[src/rtl/fan_ctrl_pkg.sv]
// Shared types and default constants for the refrigeration fan speed controller.
package fan_ctrl_pkg;

    localparam int unsigned TEMP_W = 8;
    localparam int unsigned LVL_W  = 2;

    typedef logic [LVL_W-1:0] lvl_t;

    localparam lvl_t LVL_MIN = 2'd0;
    localparam lvl_t LVL_MAX = 2'd3;

    typedef enum logic {
        ST_HOLD = 1'b0,
        ST_RAMP = 1'b1
    } state_t;

    localparam int unsigned T1_DEF             = 20;
    localparam int unsigned T2_DEF             = 26;
    localparam int unsigned T3_DEF             = 32;
    localparam int unsigned HYST_DEF           = 2;
    localparam int unsigned STEP_CYCLES_DEF    = 50_000_000;
    localparam int unsigned TIMEOUT_CYCLES_DEF = 150_000_000;
    localparam int unsigned T_ALARM_DEF        = 40;

endpackage

[src/rtl/fan_speed_ctrl_if.sv]
// Sensor-in / speed-out signal bundle of the fan speed controller.
interface fan_speed_ctrl_if;
    import fan_ctrl_pkg::*;

    logic [TEMP_W-1:0] temp;
    logic              temp_valid;
    lvl_t              giro;
    lvl_t              target_lvl;
    logic              step_pulse;
    logic              sensor_fault;
    logic              alarm;

    modport master (
        output temp, temp_valid,
        input  giro, target_lvl, step_pulse, sensor_fault, alarm
    );

    modport slave (
        input  temp, temp_valid,
        output giro, target_lvl, step_pulse, sensor_fault, alarm
    );

endinterface

[src/rtl/fan_level_map.sv]
// Temperature to speed level mapping with downward hysteresis; purely combinational.
module fan_level_map
    import fan_ctrl_pkg::*;
#(
    parameter int unsigned T1   = T1_DEF,
    parameter int unsigned T2   = T2_DEF,
    parameter int unsigned T3   = T3_DEF,
    parameter int unsigned HYST = HYST_DEF
) (
    input  logic [TEMP_W-1:0] temp,
    input  lvl_t              cur_lvl,
    output lvl_t              next_lvl_c
);

    // One extra bit so temp + HYST cannot wrap before saturation.
    localparam logic [8:0] T1_W   = 9'(T1);
    localparam logic [8:0] T2_W   = 9'(T2);
    localparam logic [8:0] T3_W   = 9'(T3);
    localparam logic [8:0] HYST_W = 9'(HYST);

    function automatic lvl_t lvl_of(input logic [8:0] t);
        lvl_t n;
        n = LVL_MIN;
        if (t >= T1_W) n = n + 2'd1;
        if (t >= T2_W) n = n + 2'd1;
        if (t >= T3_W) n = n + 2'd1;
        return n;
    endfunction

    logic [8:0] temp_w;
    logic [8:0] temp_up;
    logic [8:0] thr;
    logic [8:0] thr_low;
    lvl_t       lvl_now;

    always_comb begin
        temp_w  = {1'b0, temp};
        temp_up = temp_w + HYST_W;
        if (temp_up > 9'd255) temp_up = 9'd255;
        lvl_now = lvl_of(temp_w);

        case (cur_lvl)
            2'd1:    thr = T1_W;
            2'd2:    thr = T2_W;
            default: thr = T3_W;
        endcase
        thr_low = (thr > HYST_W) ? (thr - HYST_W) : 9'd0;

        next_lvl_c = cur_lvl;
        if (lvl_now > cur_lvl)
            next_lvl_c = lvl_now;
        else if ((cur_lvl != LVL_MIN) && (temp_w < thr_low))
            next_lvl_c = lvl_of(temp_up);
    end

endmodule

[src/rtl/fan_speed_ctrl.sv]
// Fan speed selector: hysteresis target, dwell-paced giro ramp, sensor watchdog.
// Optional over-temperature alarm latch enabled by OVERTEMP_ALARM_EN.
module fan_speed_ctrl
    import fan_ctrl_pkg::*;
#(
    parameter int unsigned T1             = T1_DEF,
    parameter int unsigned T2             = T2_DEF,
    parameter int unsigned T3             = T3_DEF,
    parameter int unsigned HYST           = HYST_DEF,
    parameter int unsigned STEP_CYCLES    = STEP_CYCLES_DEF,
    parameter int unsigned TIMEOUT_CYCLES = TIMEOUT_CYCLES_DEF
`ifdef OVERTEMP_ALARM_EN
    ,
    parameter int unsigned T_ALARM        = T_ALARM_DEF
`endif
) (
    input logic             clk,
    input logic             reset,
    fan_speed_ctrl_if.slave bus
);

    localparam int unsigned DW = $clog2(STEP_CYCLES);
    localparam int unsigned WW = $clog2(TIMEOUT_CYCLES + 1);
    localparam logic [DW-1:0] DWELL_LAST = DW'(STEP_CYCLES - 1);
    localparam logic [WW-1:0] WD_MAX     = WW'(TIMEOUT_CYCLES);

    state_t        state, state_d;
    logic [DW-1:0] dwell, dwell_d;
    logic [WW-1:0] wd, wd_d;
    lvl_t          giro, giro_d;
    lvl_t          target_lvl, target_d;
    lvl_t          map_lvl;
    logic          step_pulse, step_d;
    logic          sensor_fault, fault_d;
    logic          alarm_d;

    fan_level_map #(
        .T1   (T1),
        .T2   (T2),
        .T3   (T3),
        .HYST (HYST)
    ) u_level_map (
        .temp       (bus.temp),
        .cur_lvl    (target_lvl),
        .next_lvl_c (map_lvl)
    );

`ifdef OVERTEMP_ALARM_EN
    localparam logic [8:0] TA_W   = 9'(T_ALARM);
    localparam logic [8:0] TA_LOW = (T_ALARM > HYST) ? 9'(T_ALARM - HYST) : 9'd0;

    logic alarm;

    always_comb begin
        alarm_d = alarm;
        if (bus.temp_valid) begin
            if ({1'b0, bus.temp} >= TA_W)
                alarm_d = 1'b1;
            else if ({1'b0, bus.temp} < TA_LOW)
                alarm_d = 1'b0;
        end
    end

    always_ff @(posedge clk or posedge reset) begin
        if (reset) alarm <= 1'b0;
        else       alarm <= alarm_d;
    end

    assign bus.alarm = alarm;
`else
    assign alarm_d   = 1'b0;
    assign bus.alarm = 1'b0;
`endif

    // Watchdog and target: a valid sample always beats a coincident timeout.
    always_comb begin
        wd_d     = wd;
        fault_d  = sensor_fault;
        target_d = target_lvl;
        if (bus.temp_valid) begin
            wd_d     = '0;
            fault_d  = 1'b0;
            target_d = alarm_d ? LVL_MAX : map_lvl;
        end else if (wd != WD_MAX) begin
            wd_d = wd + WW'(1);
            if (wd_d == WD_MAX) begin
                fault_d  = 1'b1;
                target_d = LVL_MAX;
            end
        end
    end

    // Ramp FSM decides on the target value being loaded this cycle.
    always_comb begin
        state_d = state;
        dwell_d = dwell;
        giro_d  = giro;
        step_d  = 1'b0;
        case (state)
            ST_HOLD: begin
                dwell_d = '0;
                if (target_d != giro) state_d = ST_RAMP;
            end
            ST_RAMP: begin
                if (target_d == giro) begin
                    state_d = ST_HOLD;
                    dwell_d = '0;
                end else if (dwell == DWELL_LAST) begin
                    dwell_d = '0;
                    step_d  = 1'b1;
                    giro_d  = (target_d > giro) ? (giro + 2'd1) : (giro - 2'd1);
                    if (giro_d == target_d) state_d = ST_HOLD;
                end else begin
                    dwell_d = dwell + DW'(1);
                end
            end
            default: state_d = ST_HOLD;
        endcase
    end

    always_ff @(posedge clk or posedge reset) begin
        if (reset) begin
            state        <= ST_HOLD;
            dwell        <= '0;
            wd           <= '0;
            giro         <= LVL_MIN;
            target_lvl   <= LVL_MIN;
            step_pulse   <= 1'b0;
            sensor_fault <= 1'b0;
        end else begin
            state        <= state_d;
            dwell        <= dwell_d;
            wd           <= wd_d;
            giro         <= giro_d;
            target_lvl   <= target_d;
            step_pulse   <= step_d;
            sensor_fault <= fault_d;
        end
    end

    assign bus.giro         = giro;
    assign bus.target_lvl   = target_lvl;
    assign bus.step_pulse   = step_pulse;
    assign bus.sensor_fault = sensor_fault;

endmodule

[src/flat_wrapper.sv]
// flat-port wrapper written by rule: the top's interface ports become plain ports
module fan_speed_ctrl_flat import fan_ctrl_pkg::*;
#(
    parameter int unsigned T1             = T1_DEF,
    parameter int unsigned T2             = T2_DEF,
    parameter int unsigned T3             = T3_DEF,
    parameter int unsigned HYST           = HYST_DEF,
    parameter int unsigned STEP_CYCLES    = STEP_CYCLES_DEF,
    parameter int unsigned TIMEOUT_CYCLES = TIMEOUT_CYCLES_DEF

)
  (clk, reset, bus_temp, bus_temp_valid, bus_giro, bus_target_lvl, bus_step_pulse, bus_sensor_fault, bus_alarm);
  fan_speed_ctrl_if bus_i ();
  input logic clk;
  input logic reset;
  input wire logic [$bits(bus_i.temp)-1:0] bus_temp;
  input wire logic [$bits(bus_i.temp_valid)-1:0] bus_temp_valid;
  output wire logic [$bits(bus_i.giro)-1:0] bus_giro;
  output wire logic [$bits(bus_i.target_lvl)-1:0] bus_target_lvl;
  output wire logic [$bits(bus_i.step_pulse)-1:0] bus_step_pulse;
  output wire logic [$bits(bus_i.sensor_fault)-1:0] bus_sensor_fault;
  output wire logic [$bits(bus_i.alarm)-1:0] bus_alarm;
  assign bus_i.temp = bus_temp;
  assign bus_i.temp_valid = bus_temp_valid;
  assign bus_giro = bus_i.giro;
  assign bus_target_lvl = bus_i.target_lvl;
  assign bus_step_pulse = bus_i.step_pulse;
  assign bus_sensor_fault = bus_i.sensor_fault;
  assign bus_alarm = bus_i.alarm;
  fan_speed_ctrl #(.T1(T1), .T2(T2), .T3(T3), .HYST(HYST), .STEP_CYCLES(STEP_CYCLES), .TIMEOUT_CYCLES(TIMEOUT_CYCLES)) u_core (.clk(clk), .reset(reset), .bus(bus_i));
endmodule
[config.mk]
export PLATFORM = sky130hd
export DESIGN_NAME = fan_speed_ctrl_flat
export DESIGN_NICKNAME = d
export VERILOG_FILES = /design/src/rtl/fan_ctrl_pkg.sv /design/src/rtl/fan_speed_ctrl_if.sv /design/src/rtl/fan_level_map.sv /design/src/rtl/fan_speed_ctrl.sv /design/src/flat_wrapper.sv
export SDC_FILE = /design/constraint.sdc
export NUM_CORES = 1
export LEC_CHECK = 0
export CORE_AREA = 2 2 105 81
export CTS_CLUSTER_DIAMETER = 80
export CTS_CLUSTER_SIZE = 28
export DETAILED_ROUTE_END_ITERATION = 8
export DIE_AREA = 0 0 107 83
export PLACE_DENSITY_LB_ADDON = 0.12
export SKIP_LAST_GASP = 1
export SYNTH_ARGS = -nofsm -noshare
export SYNTH_HDL_FRONTEND = slang
export SYNTH_SLANG_ARGS = --single-unit
[constraint.sdc]
create_clock -name clk -period 5.3 [get_ports clk]
set_input_delay 1.06 -clock clk [delete_from_list [all_inputs] [get_ports clk]]
set_output_delay 1.06 -clock clk [all_outputs]
set_load 0.02 [all_outputs]
# After elaboration in Yosys (flattened, before gate mapping)
# Cells that the tools add are included.
[word_totals]
ff_bits = 61
latchBits = 0
mem_bits_rw = 0
rom_bits = 0
inputBits = 11
output_inout_bits = 7
memories = 0
[op_classes]
addsub = 10
n_mul = 0
n_div = 0
order_cmp = 11
n_eq_ne = 8
n_shift = 0
n_mux = 35
bitwise = 2
reduce_logical = 6
[op_table]
columns = ["op", "n"]
rows = [
  ["2-to-1 mux 28 bit", 2],
  ["2-to-1 mux 26 bit", 2],
  ["one-hot mux 26 bit (2 select lines)", 1],
  ["adder 28 x 1 -> 28 bit (second input constant)", 1],
  ["equality test 28 bit (second input constant)", 1],
  ["2-to-1 mux 2 bit", 14],
  ["inequality test 28 bit (second input constant)", 1],
  ["adder 26 x 1 -> 26 bit (second input constant)", 1],
  ["equality test 26 bit (second input constant)", 1],
  [">= comparator 9 x 5 -> 1 bit (second input constant)", 2],
  ["2-to-1 mux 9 bit", 2],
  [">= comparator 8 x 5 -> 1 bit (second input constant)", 2],
  ["2-to-1 mux 1 bit", 12],
  ["one-hot mux 6 bit (2 select lines)", 1],
  ["adder 2 x 1 -> 2 bit (second input constant)", 5],
  ["adder 8 x 2 -> 9 bit (second input constant)", 1],
  [">= comparator 9 x 6 -> 1 bit (second input constant)", 1],
  ["greater-than comparator 9 x 2 -> 1 bit (second input constant)", 1],
  ["greater-than comparator 9 x 8 -> 1 bit (second input constant)", 1],
  ["< comparator 8 x 9 -> 1 bit", 1],
  ["subtractor 9 x 2 -> 9 bit (second input constant)", 1],
  [">= comparator 8 x 6 -> 1 bit (second input constant)", 1],
  ["nonzero test 2 bit", 3],
  ["equality test 2 bit", 2],
  ["other kinds (10)", 12],
]

# Longest topological paths before layout
# Gate-level depths: netlist (run 1).
[logic_depth]
word_depth = 24
depth_mapped = 22
ltp_nobuf = 20

# Hierarchy
# From an unflattened synthesis (run 1), not the netlist that was laid out.
[unflattened]
cells_unflattened = 448
hier_area_um2 = 4003.8
[by_module_without_submodules]
columns = ["module", "n_inst", "cells_each", "area_per_inst_um2", "seq_area_each_um2"]
rows = [
  ["fan_speed_ctrl", 1, 367, 3384.5, 1526.5],
  ["fan_level_map", 1, 81, 619.3, 0.0],
]

# Least setup slack after synthesis (run 1)
# Ideal clock, no wire load.
[synth_timing]
path_kind = "in2reg"
startpoint = "in bus_temp[2]"
endpoint = "reg u_core.dwell[19]"
setup_time_ns = 0.072
arrival_ns = 4.578
required_ns = 5.228
setup_slack_ns = 0.650
path_stages = 22
n_path_buf = 3
path_cell_list = "clkbuf_1 > inv_1 > ha_1 > a211oi_1 > o21ai_0 > ha_1 > inv_1 > mux2i_1 > ha_1 > nor2b_1 > o21ai_0 > nor2_1 > a22o_1 > a211oi_1 > o21ai_2 > ha_1 > nand2_1 > nand2_1 > or2_2 > clkbuf_1 > buf_2 > nor2_1"
[synth_via]
elab_chain_len = 19
word_cells_on_any_way = 32
cone_classes = "add/sub: 5; order compare: 9; eq/ne: 1; mux: 16; reduce/logical: 1"
[synth_rtl]
columns = ["item", "line_no", "rtl"]
rows = [
  ["start: declaration", "flat_wrapper.sv:16", "input wire logic [$bits(bus_i.temp)-1:0] bus_temp;"],
  ["adder 8 x 2 -> 9 bit", "fan_level_map.sv:38", "temp_up = temp_w + HYST_W;"],
  ["greater-than comparator 9 x 8 -> 1 bit", "fan_level_map.sv:39", "if (temp_up > 9'd255) temp_up = 9'd255;"],
  ["2-to-1 mux 9 bit", "fan_level_map.sv:39", ""],
  [">= comparator 9 x 5 -> 1 bit", "fan_level_map.sv:24", "if (t >= T1_W) n = n + 2'd1;"],
  ["2-to-1 mux 1 bit", "fan_level_map.sv:24", ""],
  ["2-to-1 mux 2 bit", "fan_level_map.sv:52", "else if ((cur_lvl != LVL_MIN) && (temp_w < thr_low))"],
  ["2-to-1 mux 2 bit", "fan_level_map.sv:50", "if (lvl_now > cur_lvl)"],
  ["adder 2 x 1 -> 2 bit", "fan_level_map.sv:25", "if (t >= T2_W) n = n + 2'd1;"],
  ["(+5 left out)", "n/a", ""],
  ["2-to-1 mux 2 bit", "fan_level_map.sv:52", ""],
  ["2-to-1 mux 2 bit *", "fan_level_map.sv:50", ""],
  ["2-to-1 mux 2 bit *", "fan_speed_ctrl.sv:80", "if (bus.temp_valid) begin"],
  ["net u_core.target_d[1]", "fan_speed_ctrl.sv:31", "lvl_t target_lvl, target_d;"],
  ["equality test 2 bit *", "fan_speed_ctrl.sv:105", "if (target_d == giro) begin"],
  ["2-to-1 mux 26 bit *", "fan_speed_ctrl.sv:105", ""],
  ["one-hot mux 26 bit (2 select lines) *", "fan_speed_ctrl.sv:99", "case (state)"],
  ["net u_core.dwell_d[19]", "fan_speed_ctrl.sv:28", "logic [DW-1:0] dwell, dwell_d;"],
  ["end signal: assignment", "fan_speed_ctrl.sv:132", "dwell <= dwell_d;"],
  ["end: declaration", "fan_speed_ctrl.sv:28", ""],
]
# The timed path passes the listed nets; every way through them passes the cells marked *. The select of a mux whose other input is x is not followed.
# A chain may end at the register's enable or synchronous reset.

# Worst setup path after layout (run 1)
[layout_timing]
startpoint = "in bus_temp[1]"
endpoint = "reg u_core.state"
[layout_via]
elab_chain_len = 23
word_cells_on_any_way = 39
cone_classes = "add/sub: 5; order compare: 10; eq/ne: 3; mux: 20; reduce/logical: 1"
[layout_rtl]
columns = ["item", "line_no", "rtl"]
rows = [
  ["adder 8 x 2 -> 9 bit", "fan_level_map.sv:38", ""],
  ["greater-than comparator 9 x 8 -> 1 bit", "fan_level_map.sv:39", ""],
  ["2-to-1 mux 9 bit", "fan_level_map.sv:39", ""],
  [">= comparator 9 x 5 -> 1 bit", "fan_level_map.sv:24", ""],
  ["2-to-1 mux 1 bit", "fan_level_map.sv:24", ""],
  ["2-to-1 mux 2 bit", "fan_level_map.sv:52", ""],
  ["2-to-1 mux 2 bit", "fan_level_map.sv:50", ""],
  ["adder 2 x 1 -> 2 bit", "fan_level_map.sv:25", ""],
  ["(+8 left out)", "n/a", ""],
  ["net u_core.target_d[1]", "fan_speed_ctrl.sv:31", ""],
  ["greater-than comparator 2 bit", "fan_speed_ctrl.sv:111", "giro_d = (target_d > giro) ? (giro + 2'd1) : (giro - 2'd1);"],
  ["2-to-1 mux 2 bit", "fan_speed_ctrl.sv:111", ""],
  ["equality test 2 bit", "fan_speed_ctrl.sv:112", "if (giro_d == target_d) state_d = ST_HOLD;"],
  ["2-to-1 mux 1 bit", "fan_speed_ctrl.sv:112", ""],
  ["2-to-1 mux 1 bit", "fan_speed_ctrl.sv:108", "end else if (dwell == DWELL_LAST) begin"],
  ["2-to-1 mux 1 bit", "fan_speed_ctrl.sv:105", ""],
  ["one-hot mux 1 bit (2 select lines) *", "fan_speed_ctrl.sv:99", ""],
  ["net u_core.state_d", "fan_speed_ctrl.sv:27", "state_t state, state_d;"],
  ["end signal: assignment", "fan_speed_ctrl.sv:131", "state <= state_d;"],
  ["end: declaration", "fan_speed_ctrl.sv:27", ""],
]
# Marked as above.

==> results of run 1 <==
layout make-up:
class,count,area share [%]
multi-input cells,342,50.86
flip-flops and latches,61,35.62
repair buffers,23,4.964
well taps,105,3.066
clock buffers,10,2.978
inverters,18,1.577
clock inverters,6,0.9343
cell families (layout without fill, tap and decap cells):
family / count (synthesis) / in the layout / share of synthesized area [%]
compound gates: 43 / 43 / 7.548
xor+xnor: 54 / 54 / 12.30
fa+ha+maj: 21 / 21 / 6.831
buf+inv: 34 / 57 / 3.741
flops: 61 / 61 / 39.69
mux: 5 / 5 / 1.334
other cells: 2 / 3 / 0.1953
simple gates: 216 / 216 / 28.37
synthesized netlist by cell type (2+ instances only):
cell type | n | share of area, %
a22o_1 | 2 | 0.46
a211oi_1 | 4 | 0.78
nand3b_1 | 4 | 0.78
dfrtp_1 | 61 | 40
nand4b_1 | 2 | 0.46
and3_1 | 11 | 1.8
xor2_1 | 31 | 7.1
xnor2_1 | 23 | 5.2
nand2b_1 | 2 | 0.33
o21a_1 | 2 | 0.39
or4_1 | 2 | 0.39
o21ai_0 | 10 | 1.3
buf_2 | 7 | 0.91
nor2b_1 | 4 | 0.65
conb_1 | 2 | 0.20
inv_1 | 18 | 1.8
nor2_1 | 74 | 7.2
nor3_1 | 11 | 1.4
mux2i_1 | 4 | 1.0
or2_2 | 2 | 0.33
nand2_1 | 37 | 3.6
nand4_1 | 17 | 2.8
nor4_1 | 9 | 1.5
and2_1 | 4 | 0.65
a31oi_1 | 3 | 0.49
a21oi_1 | 8 | 1.0
and4_1 | 2 | 0.46
clkbuf_1 | 7 | 0.68
o31ai_1 | 3 | 0.59
ha_1 | 21 | 6.8
buf_4 | 2 | 0.39
a32o_1 | 2 | 0.52
or3_1 | 4 | 0.65
nand3_1 | 19 | 2.5
where the power goes:
part	switching (mW)	internal, mW	leakage, nW	total (mW)
Sequential	0.0257	0.490	0.831	0.516
Clock	0.189	0.168	0.0860	0.358
Combinational	0.188	0.127	0.953	0.316
worst reg2reg max path, stage by stage (launching register included):
cell      delay, ns
dfrtp_1        0.45
nand2b_1       0.17
nor4_1         0.56
or3b_2         0.51
nor4_1         0.22
nand4b_1       0.16
nor2_1         0.21
or2_2          0.15
mux2i_1        0.06
ha_1           0.30
nand2_1        0.10
nand2_1        0.08
or2_2          0.48
a21oi_1        0.20
registers in the layout (all words and copies together) (netlist names):
name	cells
u_core.state	1
u_core.bus.target_lvl	2
u_core.bus.giro	2
u_core.bus.sensor_fault	1
u_core.wd	28
u_core.dwell	26
u_core.bus.step_pulse	1
final timing paths:
path	endpoint	slack [ns]	cells after the start
max in group asynchronous	u_core.bus.giro[1]	3.40	3
min in group asynchronous	u_core.wd[13]	1.06	2
min reg2reg	u_core.dwell[0]	0.45	1
min	u_core.dwell[0]	0.45	1
max	u_core.state	0.48	20
max reg2reg	u_core.dwell[16]	1.58	13
routing by layer:
layer / vias to the layer above / GRT usage [%]
li1: 1544 / -
met1: 1426 / 29.34
met2: 53 / 25.88
met3: 8 / 5.338
met4: 0 / 6.494
met5: - / 0
==> impl_metrics.yaml, run 1 <==
status:
  outcome: "completed"
cts:
  clk_pin_slew_ns: 0.07
  ctsResizeCount: 0
  root_buffer: "clkbuf_8"
  insertion_delay_ns: 0.35
  cts_sinks: 61
  htreeDepth: 3
  postCtsSetupBuffers: 0
  cts_hold_buf: 0
  cts_tree: "done"
  clockBufferDepth: 2
  cts_made_buffers: 9
drt:
  ant_nets: 0
  vias: 3031
  drc_errors: 0
  drt_iter0_markers: 139
  met2_wirelength_mm: 3.192
  routed_wl_mm: 7.886
  wl_met1_mm: 4.245
  highest_layer: "met4"
  wl_met3_microns: 366
  wire_per_inst_microns: 13.96
  first_pass_iters: 5
  viasPerCell: 5.365
critical_path:
  cp_cell_sequence: "clkdlybuf4s50_1 -> ha_1 -> a211oi_1 -> o21ai_0 -> inv_1 -> ha_1 -> mux2i_1 -> ha_1 -> nor2b_1 -> o21ai_0 -> nor2_1 -> a22o_1 -> a211oi_1 -> o21ai_2 -> ha_1 -> nor2b_1 -> o21ai_0 -> xnor2_1 -> xor2_1 -> o21a_1"
  path_buf_inv: 2
  worstPathRequired_ns: 5.53
  crit_type: "in2reg"
  critPathLaunch: "bus_temp[1]"
  crit_arrival_ns: 5.05
  worst-path-max-fanout: 4
  critical_path.endpoint_type: "flop"
  slowest_stage: "clkdlybuf4s50_1"
  crit_path_start_kind: "primary input"
  timing.rr.start: "u_core.wd[10]"
  cpPeakStageDelay_ns: 0.53
  path_delay_family: "compound AO/OA/AOI/OAI gates"
  cpMostUsedCell: "ha_1"
timing:
  finClkSkew_ns: 0.01116
  worst_slew_pin_slew_ns: 0.7460
  fin_crit_ns: 4.823
  period_share_pct: 90.99
  fmax_ghz: 0.2074
  hold_ws_ns: 0.4496
  setup_ws_ns: 0.4774
  finalHoldViolations: 0
  drv_slew: 0
  setup_viol: 0
  rsz0062_at_grt: "no"
  finalSetupTns_ns: 0
  relSlewSlack_pct: 49.81
floorplanning:
  die_w_microns: 107
  rows: 28
  coreArea_sq_um: 7812
  ios: 18
  die_h_microns: 83
  initial_utilization_pct: 49.23
  dieArea_sq_um: 8881
final_layout:
  final_cell_mix: "74 x nor2_1, 61 x dfrtp_1, 37 x nand2_1"
  n_antenna_cell: 0
  utilization_pct: 54.85
  ff_latch_area_sq_um: 1526
  final_cells: 565
  num-fill-cells: 748
  drive_above_1_share_pct: 7.826
  area_delta_synth_final_pct: 11.42
  final_common_cell: "nor2_1"
  final_nets: 487
  multi_input_area_sq_um: 2180
  postLayoutCellArea_sq_um: 4285
synth:
  synth_edf_count: 0
  yosysWarnings: 0
  syn_area_per_cell_sq_um: 8.822
  synth_cells: 436
  async_flop_share_pct: 100.0
  synth-seq-area-share_pct: 39.69
  synthesis.area_sq_um: 3846
  ys_types: 56
  ys.flop_type: "dfrtp_1"
  synth-seq-cells: 61
grt:
  grt_first_pass_wirelength_mm: 13.50
  track_usage_pct: 19.24
  antenna_found_initial: 0
  grt_pass1_vias: 2782
  grt_max_degree: 38
  overflow: 0
place:
  gp_congestion: 0.8813
  port_buffers: 16
  place_area_sq_um: 4118
  place_hpwl_mm: 5.798
  dp_cells: 549
  preCtsSetupSlack_ns: 0.1157
flow_run:
  drv_cap: 0
power:
  power_mw: 1.189
  p_leak_nw: 1.870
  peakVddDrop_mv: 0.2204
  power.density_nw_per_um2: 277.5
hold_path:
  min_from: "u_core.dwell[0]"
  holdCritPathClass: "reg2reg"
Note: power is estimated with default switching activity, not from simulation.
==> inputs of run 2 (changes only) <==
- CTS_CLUSTER_DIAMETER: 80 -> not set
==> results of run 2 <==
Final layout, timing and power as in run 1 (identical DEF).
==> inputs of run 3 (changes only) <==
- MAX_ROUTING_LAYER: not set -> met4
- clock period: 5.3 -> 4.55 ns (I/O delays scaled with it)
==> run 3 against run 2 <==
Cell area increased by 4.1%; largest power group unchanged; total power grew 29%; critical path depth increased by 1; worst setup slack worse by 0.20 ns; highest routed layer unchanged; global-route usage grew 0.70 points.
==> impl_metrics.yaml, run 3 (synthesized netlist as in run 1, its figures left out) <==
floorplanning:
  coreArea_sq_um: 7812
  die_w_microns: 107
  ios: 18
  rows: 28
  dieArea_sq_um: 8881
  initial_utilization_pct: 49.23
  die_h_microns: 83
final_layout:
  largest_reg_flops: 28
  final_common_cell: "nor2_1"
  final_cell_mix: "74 x nor2_1, 61 x dfrtp_1, 37 x nand2_1"
  final_nets: 504
  drive_above_1_share_pct: 11.32
  regMostFlops: "u_core.wd"
  utilization_pct: 57.09
  n_antenna_cell: 0
  top_regs: "u_core.wd: 28 flops, u_core.dwell: 26 flops"
  area_delta_synth_final_pct: 15.97
timing:
  worst_slew_pin_slew_ns: 0.8041
  period_share_pct: 93.93
  setup_viol: 0
  fin_crit_ns: 4.274
  fmax_ghz: 0.2340
  setup_ws_ns: 0.2762
  drv_slew: 0
  finClkSkew_ns: 0.008209
  finalSetupTns_ns: 0
  finalHoldViolations: 0
  relSlewSlack_pct: 45.90
drt:
  viasPerCell: 5.373
  drc_errors: 0
  first_pass_iters: 5
  ant_nets: 0
  routed_wl_mm: 7.974
  vias: 3127
  wire_per_inst_microns: 13.70
  drt_iter0_markers: 179
grt:
  grt_first_pass_wirelength_mm: 13.72
  overflow: 0
  antenna_found_initial: 0
  grt_max_degree: 35
  track_usage_pct: 19.93
  grt_pass1_vias: 2967
cts:
  root_buffer: "clkbuf_8"
  cts_hold_buf: 0
  insertion_delay_ns: 0.35
  cts_made_buffers: 9
  postCtsSetupBuffers: 0
  cts_tree: "done"
  htreeDepth: 3
  clockBufferDepth: 2
  cts_sinks: 61
  clk_pin_slew_ns: 0.06
critical_path:
  critical_path.endpoint_type: "flop"
  worst-path-max-fanout: 3
  r2r_cells: 15
  cpMostUsedCell: "ha_1"
  crit_type: "in2reg"
  cp_num_cells: 21
  path_delay_family: "compound AO/OA/AOI/OAI gates"
  slowest_stage: "clkdlybuf4s50_1"
  crit_arrival_ns: 4.51
  cpPeakStageDelay_ns: 0.47
  crit_path_start_kind: "primary input"
  path_buf_inv: 3
  cp_cell_sequence: "clkdlybuf4s50_1 -> inv_1 -> ha_1 -> a211oi_1 -> o21ai_1 -> ha_1 -> inv_1 -> mux2i_1 -> ha_1 -> nor2b_1 -> o21ai_1 -> nand2_1 -> a211oi_1 -> a211oi_2 -> o21ai_2 -> ha_1 -> nor2b_1 -> o21ai_1 -> xnor2_1 -> xor2_1 -> o21a_1"
  worstPathRequired_ns: 4.78
power:
  power_mw: 1.538
  peakVddDrop_mv: 0.2700
  power.density_nw_per_um2: 344.8
  p_leak_nw: 1.970
flow_run:
  drv_cap: 0
place:
  port_buffers: 16
  gp_congestion: 0.9065
  place_hpwl_mm: 5.865
  preCtsSetupSlack_ns: -0.3407
hold_path:
  holdCritPathClass: "reg2reg"
  whs_path_depth: 1
status:
  outcome: "completed"
==> run 3: cell types whose count changed in the layout (fill, tap and decap cells not counted), sizes merged <==
cell and change:
buf +17, bufinv +1, clkbuf +2, clkinv -3
==> run 3: path summary, 6_finish.rpt <==
kind                                  from          endpoint  slack (ns)
setup reg to reg              u_core.wd[0]  u_core.dwell[19]        0.94
setup / recovery               bus_temp[2]      u_core.state        0.28
hold reg to reg            u_core.dwell[0]   u_core.dwell[0]        0.45
max in group asynchronous            reset      u_core.wd[1]        2.72
hold / removal             u_core.dwell[0]   u_core.dwell[0]        0.45
min in group asynchronous            reset  u_core.dwell[14]        1.00
==> run 3: layout make-up <==
type                    count  area (sq um)
flip-flops and latches     61          1526
clock inverters             4         47.55
clock buffers              12         145.1
well taps                 105         131.4
multi-input cells         342          2190
repair buffers             40         352.8
fillers                   712          3352
inverters                  18         67.56
==> run 3: where the power goes <==
group / switching, mW / total, mW / leakage (nW) / internal, mW
Combinational: 0.243 / 0.463 / 1.04 / 0.219
Clock: 0.208 / 0.475 / 0.0964 / 0.266
Sequential: 0.0294 / 0.601 / 0.831 / 0.571
==> run 3: per-stage QoR <==
step / hold WS [ns] / cells / cell area (sq um)
CTS: 0.4528 / 582 / 4451
finish: 0.4486 / 582 / 4461
detailed placement: 0.4439 / 566 / 4258
global placement: 0.4342 / 566 / 4258
global route: 0.4759 / 582 / 4461
floorplan: 0.4245 / 437 / 3850
==> run 3: repair_timing <==
action,4_1_cts,5_1_grt
endpoints found under the setup margin,0,29
gates resized for setup,0,5
endpoints found under the hold margin,0,0
==> run 3: metal layers <==
layer / track usage, % / share of wire, % / vias up
met4: 5.195 / 1.0 / 0
met2: 27.39 / 41 / 82
met3: 5.573 / 6.7 / 7
met5: - / 0 / -
li1: - / - / 1572
met1: 28.91 / 51 / 1466
